[src/rtl/sma_pkg.sv]
// Shared types and constants for the SMA memory-access stage.
package sma_pkg;

    localparam logic [2:0] FAULT_NONE = 3'd0;
    localparam logic [2:0] UNDERFLOW  = 3'd1;
    localparam logic [2:0] OVERFLOW   = 3'd2;
    localparam logic [2:0] MISALIGN   = 3'd3;
    localparam logic [2:0] BAD_SIZE   = 3'd4;

    localparam logic [2:0] AT_B = 3'd0;
    localparam logic [2:0] AT_H = 3'd1;
    localparam logic [2:0] AT_W = 3'd2;
    localparam logic [2:0] AT_D = 3'd3;

    typedef enum logic [1:0] {
        IDLE = 2'd0,
        REQ  = 2'd1,
        WAIT = 2'd2,
        RSP  = 2'd3
    } state_t;

    // Byte-lane mask for an access of 2^at bytes starting at lane 0.
    function automatic logic [7:0] lane_mask(input logic [1:0] at);
        case (at)
            2'd0:    lane_mask = 8'h01;
            2'd1:    lane_mask = 8'h03;
            2'd2:    lane_mask = 8'h0F;
            default: lane_mask = 8'hFF;
        endcase
    endfunction

    // Low address bits that must be zero for a naturally aligned access.
    function automatic logic [2:0] align_mask(input logic [1:0] at);
        case (at)
            2'd0:    align_mask = 3'b000;
            2'd1:    align_mask = 3'b001;
            2'd2:    align_mask = 3'b011;
            default: align_mask = 3'b111;
        endcase
    endfunction

endpackage

[src/rtl/sma_load_align.sv]
// Combinational load-data alignment: shifts the addressed bytes down to lane 0
// and zero/sign-extends them from 8*2^access_type bits.
module sma_load_align #(
    parameter int WORD_WIDTH = 64
) (
    input  logic [WORD_WIDTH-1:0] i_rdata,
    input  logic [2:0]            i_offset,
    input  logic [2:0]            i_access_type,
    input  logic                  i_signed,
    output logic [WORD_WIDTH-1:0] o_data
);

    logic [WORD_WIDTH-1:0] w_shifted;

    always_comb begin
        w_shifted = i_rdata >> {i_offset, 3'b000};
        o_data    = w_shifted;
        case (i_access_type)
            3'd0: o_data = {{(WORD_WIDTH-8){i_signed & w_shifted[7]}},   w_shifted[7:0]};
            3'd1: o_data = {{(WORD_WIDTH-16){i_signed & w_shifted[15]}}, w_shifted[15:0]};
            3'd2: o_data = {{(WORD_WIDTH-32){i_signed & w_shifted[31]}}, w_shifted[31:0]};
            default: o_data = w_shifted;
        endcase
    end

endmodule

[src/rtl/sma_mem_stage.sv]
// Memory-access stage after the SMA bounds engine: faults bad accesses, issues
// one aligned memory request per legal access and returns results to writeback.
module sma_mem_stage
    import sma_pkg::*;
#(
    parameter int WORD_WIDTH = 64,
    parameter int PTR_WIDTH  = 48
) (
    input  logic                  clk,
    input  logic                  rst_n,
    input  logic                  req_valid,
    output logic                  req_ready,
    input  logic                  req_store,
    input  logic                  req_signed,
    input  logic [2:0]            access_type,
    input  logic [WORD_WIDTH-1:0] sma_address,
    input  logic                  overflow,
    input  logic                  underflow,
    input  logic [WORD_WIDTH-1:0] store_data,
    output logic                  mem_req_valid,
    input  logic                  mem_req_ready,
    output logic [PTR_WIDTH-1:0]  mem_addr,
    output logic                  mem_we,
    output logic [7:0]            mem_be,
    output logic [WORD_WIDTH-1:0] mem_wdata,
    input  logic                  mem_rvalid,
    input  logic [WORD_WIDTH-1:0] mem_rdata,
    output logic                  rsp_valid,
    input  logic                  rsp_ready,
    output logic [WORD_WIDTH-1:0] rsp_data,
    output logic                  rsp_fault,
    output logic [2:0]            fault_code,
    output logic [WORD_WIDTH-1:0] fault_addr
);

    state_t                r_state;
    logic                  r_req_ready;
    logic                  r_store;
    logic                  r_signed;
    logic [2:0]            r_at;
    logic [2:0]            r_off;
    logic                  r_mem_req_valid;
    logic [PTR_WIDTH-1:0]  r_mem_addr;
    logic                  r_mem_we;
    logic [7:0]            r_mem_be;
    logic [WORD_WIDTH-1:0] r_mem_wdata;
    logic                  r_rsp_valid;
    logic [WORD_WIDTH-1:0] r_rsp_data;
    logic                  r_rsp_fault;
    logic [2:0]            r_fault_code;
    logic [WORD_WIDTH-1:0] r_fault_addr;

    logic [2:0]            w_fault_code;
    logic [7:0]            w_be;
    logic [WORD_WIDTH-1:0] w_wdata;
    logic [WORD_WIDTH-1:0] w_load_data;

    // Size is judged before alignment so an illegal size never reports misalign.
    always_comb begin
        w_fault_code = FAULT_NONE;
        if (underflow)
            w_fault_code = UNDERFLOW;
        else if (overflow)
            w_fault_code = OVERFLOW;
        else if (access_type > AT_D)
            w_fault_code = BAD_SIZE;
        else if ((sma_address[2:0] & align_mask(access_type[1:0])) != 3'b000)
            w_fault_code = MISALIGN;
    end

    assign w_be    = lane_mask(access_type[1:0]) << sma_address[2:0];
    assign w_wdata = store_data << {sma_address[2:0], 3'b000};

    sma_load_align #(
        .WORD_WIDTH (WORD_WIDTH)
    ) u_load_align (
        .i_rdata       (mem_rdata),
        .i_offset      (r_off),
        .i_access_type (r_at),
        .i_signed      (r_signed),
        .o_data        (w_load_data)
    );

    always_ff @(posedge clk or negedge rst_n) begin
        if (!rst_n) begin
            r_state         <= IDLE;
            r_req_ready     <= 1'b0;
            r_store         <= 1'b0;
            r_signed        <= 1'b0;
            r_at            <= 3'd0;
            r_off           <= 3'd0;
            r_mem_req_valid <= 1'b0;
            r_mem_addr      <= '0;
            r_mem_we        <= 1'b0;
            r_mem_be        <= 8'h00;
            r_mem_wdata     <= '0;
            r_rsp_valid     <= 1'b0;
            r_rsp_data      <= '0;
            r_rsp_fault     <= 1'b0;
            r_fault_code    <= FAULT_NONE;
            r_fault_addr    <= '0;
        end else begin
            case (r_state)
                IDLE: begin
                    r_req_ready <= 1'b1;
                    if (req_valid && r_req_ready) begin
                        r_req_ready <= 1'b0;
                        r_store     <= req_store;
                        r_signed    <= req_signed;
                        r_at        <= access_type;
                        r_off       <= sma_address[2:0];
                        if (w_fault_code != FAULT_NONE) begin
                            r_rsp_valid  <= 1'b1;
                            r_rsp_data   <= '0;
                            r_rsp_fault  <= 1'b1;
                            r_fault_code <= w_fault_code;
                            r_fault_addr <= sma_address;
                            r_state      <= RSP;
                        end else begin
                            r_mem_req_valid <= 1'b1;
                            r_mem_addr      <= {sma_address[PTR_WIDTH-1:3], 3'b000};
                            r_mem_we        <= req_store;
                            r_mem_be        <= w_be;
                            r_mem_wdata     <= w_wdata;
                            r_state         <= REQ;
                        end
                    end
                end
                REQ: begin
                    if (mem_req_ready) begin
                        r_mem_req_valid <= 1'b0;
                        r_mem_addr      <= '0;
                        r_mem_we        <= 1'b0;
                        r_mem_be        <= 8'h00;
                        r_mem_wdata     <= '0;
                        if (r_store) begin
                            r_rsp_valid <= 1'b1;
                            r_rsp_data  <= '0;
                            r_state     <= RSP;
                        end else begin
                            r_state <= WAIT;
                        end
                    end
                end
                WAIT: begin
                    if (mem_rvalid) begin
                        r_rsp_valid <= 1'b1;
                        r_rsp_data  <= w_load_data;
                        r_state     <= RSP;
                    end
                end
                RSP: begin
                    if (rsp_ready) begin
                        r_rsp_valid  <= 1'b0;
                        r_rsp_data   <= '0;
                        r_rsp_fault  <= 1'b0;
                        r_fault_code <= FAULT_NONE;
                        r_fault_addr <= '0;
                        r_req_ready  <= 1'b1;
                        r_state      <= IDLE;
                    end
                end
                default: r_state <= IDLE;
            endcase
        end
    end

    assign req_ready     = r_req_ready;
    assign mem_req_valid = r_mem_req_valid;
    assign mem_addr      = r_mem_addr;
    assign mem_we        = r_mem_we;
    assign mem_be        = r_mem_be;
    assign mem_wdata     = r_mem_wdata;
    assign rsp_valid     = r_rsp_valid;
    assign rsp_data      = r_rsp_data;
    assign rsp_fault     = r_rsp_fault;
    assign fault_code    = r_fault_code;
    assign fault_addr    = r_fault_addr;

endmodule
[config.mk]
export PLATFORM = sky130hd
export DESIGN_NAME = sma_mem_stage
export DESIGN_NICKNAME = d
export VERILOG_FILES = /design/src/rtl/sma_pkg.sv /design/src/rtl/sma_load_align.sv /design/src/rtl/sma_mem_stage.sv
export SDC_FILE = /design/constraint.sdc
export NUM_CORES = 1
export LEC_CHECK = 0
export CORE_AREA = 8 8 151 210
export CTS_CLUSTER_DIAMETER = 100
export DETAILED_ROUTE_END_ITERATION = 12
export DIE_AREA = 0 0 159 218
export PLACE_DENSITY = 0.85
export SLEW_MARGIN = 5
export SYNTH_ARGS = -nofsm -noshare
export SYNTH_HDL_FRONTEND = slang
export SYNTH_SLANG_ARGS = --single-unit
[constraint.sdc]
create_clock -name clk -period 6.7 [get_ports clk]
set_clock_uncertainty 0.1 [all_clocks]
set_input_delay 1.005 -clock clk [delete_from_list [all_inputs] [get_ports clk]]
set_output_delay 1.005 -clock clk [all_outputs]
set_load 0.02 [all_outputs]
==> impl_metrics.ini, run 1 <==
[timing]
finalMaxSlewViolations = 0
fin_setup_tns_ns = 0
final.min_clock_period_ns = 3.566
min_period_over_period_pct = 53.23
relSlewSlack_pct = 18.29
setup_viol = 0
rsz0062_at_grt = false
hold_slack_ns = 0.3756
worst_pin_slew_ns = 1.226
fmax_ghz = 0.2804
hold_viol = 0

[grt]
grt_pass1_vias = 12900
gr-total-overflow = 0
grtUsageTotal_pct = 28.81
grt_first_pass_wirelength_um = 78450
grt_start_max_net_pins = 140
antenna_found_initial = 6

[final_layout]
syn_to_final_growth_pct = 39.19
seq_area_mm2 = 0.006584
multi_input_area_mm2 = 0.006920
drive_above_1_share_pct = 7.630
num-fill-cells = 2193
nets = 2038
utilization_pct = 68.39

[synthesis]
async_flop_share_pct = 100.0
yosys_register_bits = 263
yosys_most_used_dff = dfrtp_1
synth.area.top_cells = dfrtp_1 (47%), mux2i_1 (6.5%), nand2_1 (6.3%), nand2b_1 (5.5%), mux4_2 (4.6%)
yosysUniqueCellTypes = 59
yosys.area.top_type = dfrtp_1
ys_warn_count = 0
synth.cell_area_mm2 = 0.01410
synthCells = 1458
synth_top_area_share_pct = 46.67
synth_edf_count = 0
syn_avg_cell_area_um2 = 9.672
ys_seq_area_share_pct = 46.67

[drt]
num_vias = 13030
drtPass1Iterations = 5
drt_wl_total_um = 52150
ant_nets = 0
wl_per_cell_um = 23.35
drcViolationCount = 0
drt_iter0_drc = 1057
drt-vias-per-instance = 5.833

[die]
rows = 74
start_util_pct = 49.13
fp.coreArea_mm2 = 0.02870
die_area_mm2 = 0.03466
io_pins = 461
die_h_um = 218
dieWidth_um = 159

[hold_path]
hp-class = in -> async

[clocking]
post_cts_buffers = 0
postCtsResizedCells = 0
cts_buffer_depth = 3
clk_pin_slew_ns = 0.07
clk_latency_ns = 0.56
clock-sinks = 263
clock-root-buffer = clkbuf_16
cts-buffers-inserted = 27
cts_hold_buf = 0
cts_tree = built
cts_max_level = 1

[pwr]
peakVddDrop_mv = 0.3744
power.density_mw_per_mm2 = 449.0
leakage_nw = 8.337
finalPower_mw = 8.814

[worst_setup_path]
crit_start = access_type[1]
cp-start-kind = input pin
reg2reg_slack_ns = 3.30
cp.required_ns = 7.02
r2r-start = r_off[2]
crit_arrival_ns = 3.89
cp_max_fo = 88
path_class = in -> reg
endpoint_kind = register

[placement]
io_buffer_count = 457
gp_congestion = 0.9671
hpwl_um = 37950

[flow_run]
drv_cap = 0

[run_status]
status = finished clean
-- cell type report --
class | instances | share of cell area, %
diodes | 6 | 0.07649
clock buffers | 33 | 3.761
clock inverters | 15 | 0.8860
inverters | 10 | 0.1912
multi-input cells | 1056 | 35.26
flip-flops and latches | 263 | 33.54
well taps | 380 | 2.422
repair buffers | 471 | 23.87
-- cell usage after synthesis (all sizes together) (8+ instances only) --
cell type	count
o22a	9
inv	10
a22o	57
o31ai	21
nor3	15
clkbuf	76
and2	8
a211oi	31
o21a	12
nor2	57
nor2b	16
mux4	29
a21oi	44
buf	55
mux2	29
nand2b	124
o21ai	219
dfrtp	263
nand2	237
mux2i	92
-- power breakdown --
group / total (mW) / internal, mW / switching [mW] / leakage [nW]
combinational: 4.75 / 1.97 / 2.79 / 4.42
clock: 1.57 / 0.903 / 0.671 / 0.452
sequential: 2.49 / 2.13 / 0.358 / 3.47
total: 8.81 / 5.00 / 3.82 / 8.34
-- stage by stage --
| stage | setup slack (ns) | instances | cell area (µm²) |
|---|---|---|---|
| floorplan | 3.950 | 1460 | 14110 |
| global placement | 2.713 | 2180 | 18700 |
| detailed placement | 2.575 | 2180 | 18700 |
| CTS | 3.171 | 2228 | 19610 |
| global route | 2.932 | 2234 | 19630 |
| finish | 3.134 | 2234 | 19630 |
-- registers in the layout, summed over array words and instances, names as in the netlist --
signal / count
r_off: 3
r_store: 1
r_state: 2
rsp_data: 64
mem_be: 8
mem_we: 1
r_at: 3
r_signed: 1
fault_addr: 64
fault_code: 3
rsp_fault: 1
mem_addr: 45
mem_wdata: 64
req_ready: 1
rsp_valid: 1
mem_req_valid: 1
-- per-layer routing --
layer | vias to the layer above | track usage, % | part of all wire, %
li1 | 5884 | - | -
met1 | 6269 | 33.88 | 36
met2 | 726 | 48.39 | 49
met3 | 153 | 6.082 | 8.5
met4 | 0 | 16.74 | 6.0
met5 | - | 0 | 0
-- worst max-delay path, stage by stage --
cell	delay, ns
clkdlybuf4s50_1	0.69
a21oi_2	0.12
o2111ai_2	0.44
a221o_4	0.87
buf_4	0.56
o21ai_1	0.16
-- cells by family (layout without fill, tap and decap cells) --
kind of cell | count (synthesis) | after routing | synth area share, %
AOI/OAI and AO/OA | 425 | 425 | 18.98
adders and majority gates | 4 | 4 | 0.3549
buffers and inverters | 141 | 529 | 4.516
DFF | 263 | 263 | 46.67
muxes | 150 | 150 | 13.56
other | 1 | 9 | 0.02659
and+or+nand+nor | 474 | 474 | 15.90
-- placed cells by master, fill, tap and decap left out, types with 6 or more instances in the layout --
cell type        count
mux2_2              25
nor3_1              14
nor2_1              56
nand2_1            236
clkdlybuf4s50_1    453
o22a_1               9
nor2b_1             16
inv_1                9
nand2b_1           124
dfrtp_1            261
a211oi_1            31
o21a_1              12
a22oi_1              6
and2_1               8
diode_2              6
o21ai_1            106
o22ai_1              6
buf_4               14
o21ai_0            112
mux4_2              29
clkbuf_16           27
mux2i_1             92
o31ai_1             21
a21oi_1             43
clkinv_2             8
a22o_1              57
-- final timing paths --
check / end / cells past startpoint
min in group clk: mem_wdata[57] / 2
setup reg to reg: rsp_data[26] / 5
hold reg to reg: mem_wdata[57] / 2
max in group asynchronous: mem_addr[29] / 2
setup / recovery: mem_addr[20] / 6
hold / removal: rsp_data[5] / 1
Power figures use the tool's default switching activity.
==> run 2: changes to the inputs <==
--- a/config.mk
+++ b/config.mk
@@ -5,11 +5,11 @@
 export SDC_FILE = /design/constraint.sdc
 export NUM_CORES = 1
 export LEC_CHECK = 0
-export CORE_AREA = 8 8 151 210
+export CORE_AREA = 8 8 156 216
 export CTS_CLUSTER_DIAMETER = 100
 export DETAILED_ROUTE_END_ITERATION = 12
-export DIE_AREA = 0 0 159 218
-export PLACE_DENSITY = 0.85
+export DIE_AREA = 0 0 164 224
+export PLACE_DENSITY = 0.81
 export SLEW_MARGIN = 5
 export SYNTH_ARGS = -nofsm -noshare
 export SYNTH_HDL_FRONTEND = slang
==> constraint.sdc (replaced) <==
create_clock -name clk -period 3.5 [get_ports clk]
set_clock_uncertainty 0.1 [all_clocks]
set_input_delay 0.525 -clock clk [delete_from_list [all_inputs] [get_ports clk]]
set_output_delay 0.525 -clock clk [all_outputs]
set_load 0.02 [all_outputs]
==> run 2 against run 1 <==
Sequential power grew 92%. Sequential share of layout area decreased by 0.47 points. Combinational power is 95% higher. Hold slack lost 0.067 ns. Count of clock-buffer cells in the layout grew 6. Worst setup slack got worse by 2.8 ns. Critical path type is now reg -> reg. Largest cell class unchanged. Largest power group unchanged. Highest routed layer unchanged.
==> impl_metrics.ini, run 2 (same netlist as run 1, synthesis figures left out) <==
[worst_setup_path]
crit_arrival_ns = 3.55
cp.required_ns = 3.89
endpoint_kind = register
path_class = reg -> reg
cp-start-kind = register
cp_max_fo = 14

[timing]
final.min_clock_period_ns = 3.161
finalMaxSlewViolations = 0
fin_setup_tns_ns = 0
relSlewSlack_pct = 37.16
hold_slack_ns = 0.3084
rsz0062_at_grt = false
hold_viol = 0
min_period_over_period_pct = 90.32
setup_viol = 0
worst_pin_slew_ns = 0.9426
fmax_ghz = 0.3163

[clocking]
cts_max_level = 1
post_cts_buffers = 0
clock-root-buffer = clkbuf_16
postCtsResizedCells = 0
cts_tree = built
cts-buffers-inserted = 28
cts_hold_buf = 1
clk_latency_ns = 0.57
clk_pin_slew_ns = 0.06
clock-sinks = 263
cts_buffer_depth = 3

[pwr]
switching_share_pct = 42.97
peakVddDrop_mv = 0.6711
combPwrFrac_pct = 53.9
p_seq_share_pct = 27.9
p_int_mw = 9.791
power.density_mw_per_mm2 = 862.4
pwr-share-clk_pct = 18.3
leakage_nw = 8.468
p_sw_mw = 7.377

[flow_run]
drv_cap = 0

[grt]
grt_start_max_net_pins = 93
antenna_found_initial = 7
grt_pass1_vias = 13100
grtUsageTotal_pct = 28.52
grt_first_pass_wirelength_um = 80610
gr-total-overflow = 0

[final_layout]
utilization_pct = 65.22
drive_above_1_share_pct = 8.552
syn_to_final_growth_pct = 41.17
nets = 2058
layout_common_cells = clkdlybuf4s50_1 (453), dfrtp_1 (261), nand2_1 (236), nand2b_1 (124), o21ai_0 (112)
layout_commonest_cell = clkdlybuf4s50_1

[drt]
wl_per_cell_um = 23.48
drt_iter0_drc = 895
ant_nets = 0
num_vias = 13040
drt_wl_total_um = 53240
drt-vias-per-instance = 5.753
drcViolationCount = 0
drtPass1Iterations = 5

[placement]
hpwl_um = 39230
io_buffer_count = 457
gp_congestion = 1.022

[die]
io_pins = 461
start_util_pct = 46.20
die_area_mm2 = 0.03674
dieWidth_um = 164
fp.coreArea_mm2 = 0.03052
die_h_um = 224
rows = 76

[hold_path]
hp-class = in -> reg

[run_status]
status = finished clean
## run 2: changes by cell type in the layout (fill, tap and decap cells not counted), sizes merged
| cell | delta |
|---|---|
| inv | -2 |
| clkinvlp | +1 |
| buf | +18 |
| dlygate4sd3 | +1 |
| clkbuf | +6 |
| clkinv | -1 |
## run 2: worst paths after layout
path                                      end           start  slack (ns)  cells after the start
worst max-delay path             mem_wdata[6]      r_state[0]        0.34                      8
worst min-delay path            fault_addr[0]  sma_address[0]        0.31                      3
worst max register to register   mem_wdata[6]      r_state[0]        0.34                      8
worst min register to register  mem_wdata[50]   mem_wdata[50]        0.37                      2
max in group asynchronous       mem_wdata[18]           rst_n        1.88                      3
min in group asynchronous        rsp_data[13]           rst_n        0.40                      2
## run 2: critical path, cell delays in order (launching register included)
cell	delay, ns
dfrtp_1	0.41
inv_1	0.13
ha_1	0.37
nor2b_1	0.20
o2111ai_2	0.29
or3_1	0.64
buf_4	0.29
nor4_4	0.41
a22o_1	0.22
## run 2: final cells by class
class / count / area, µm²
fillers: 2387 / 10620
well taps: 390 / 488.0
diodes: 6 / 15.01
clock buffers: 39 / 802.0
repair buffers: 490 / 4880
flip-flops and latches: 263 / 6584
multi-input cells: 1056 / 6929
inverters: 10 / 37.54
clock inverters: 13 / 172.7
## run 2: layer usage
layer / up-vias / share of wire (%) / track usage (%)
li1: 5915 / - / -
met1: 6352 / 37 / 33.77
met2: 627 / 48 / 46.55
met3: 147 / 8.4 / 6.485
met4: 0 / 6.1 / 17.05
met5: - / 0 / 0
## run 2: power groups by stage
stage	logic [mW]	registers [mW]	clock network (mW)
after detailed placement	9.21	4.82	0
final	9.25	4.79	3.13
after global routing	9.95	4.91	3.32
after CTS	9.26	4.78	3.20
after floorplan	4.49	5.75	0
after global placement	9.05	4.78	0
## run 2: metrics by stage
| stage | area (µm²) | power (mW) | setup WS [ns] | cells |
|---|---|---|---|---|
| final | 19910 | 17.17 | 0.3389 | 2267 |
| after global routing | 19910 | 18.18 | 0.1060 | 2267 |
| after CTS | 19890 | 17.25 | 0.3576 | 2261 |
| after detailed placement | 18910 | 14.03 | 0.2297 | 2208 |
| after global placement | 18910 | 13.82 | 0.3286 | 2208 |
| after floorplan | 14110 | 10.24 | 1.137 | 1460 |
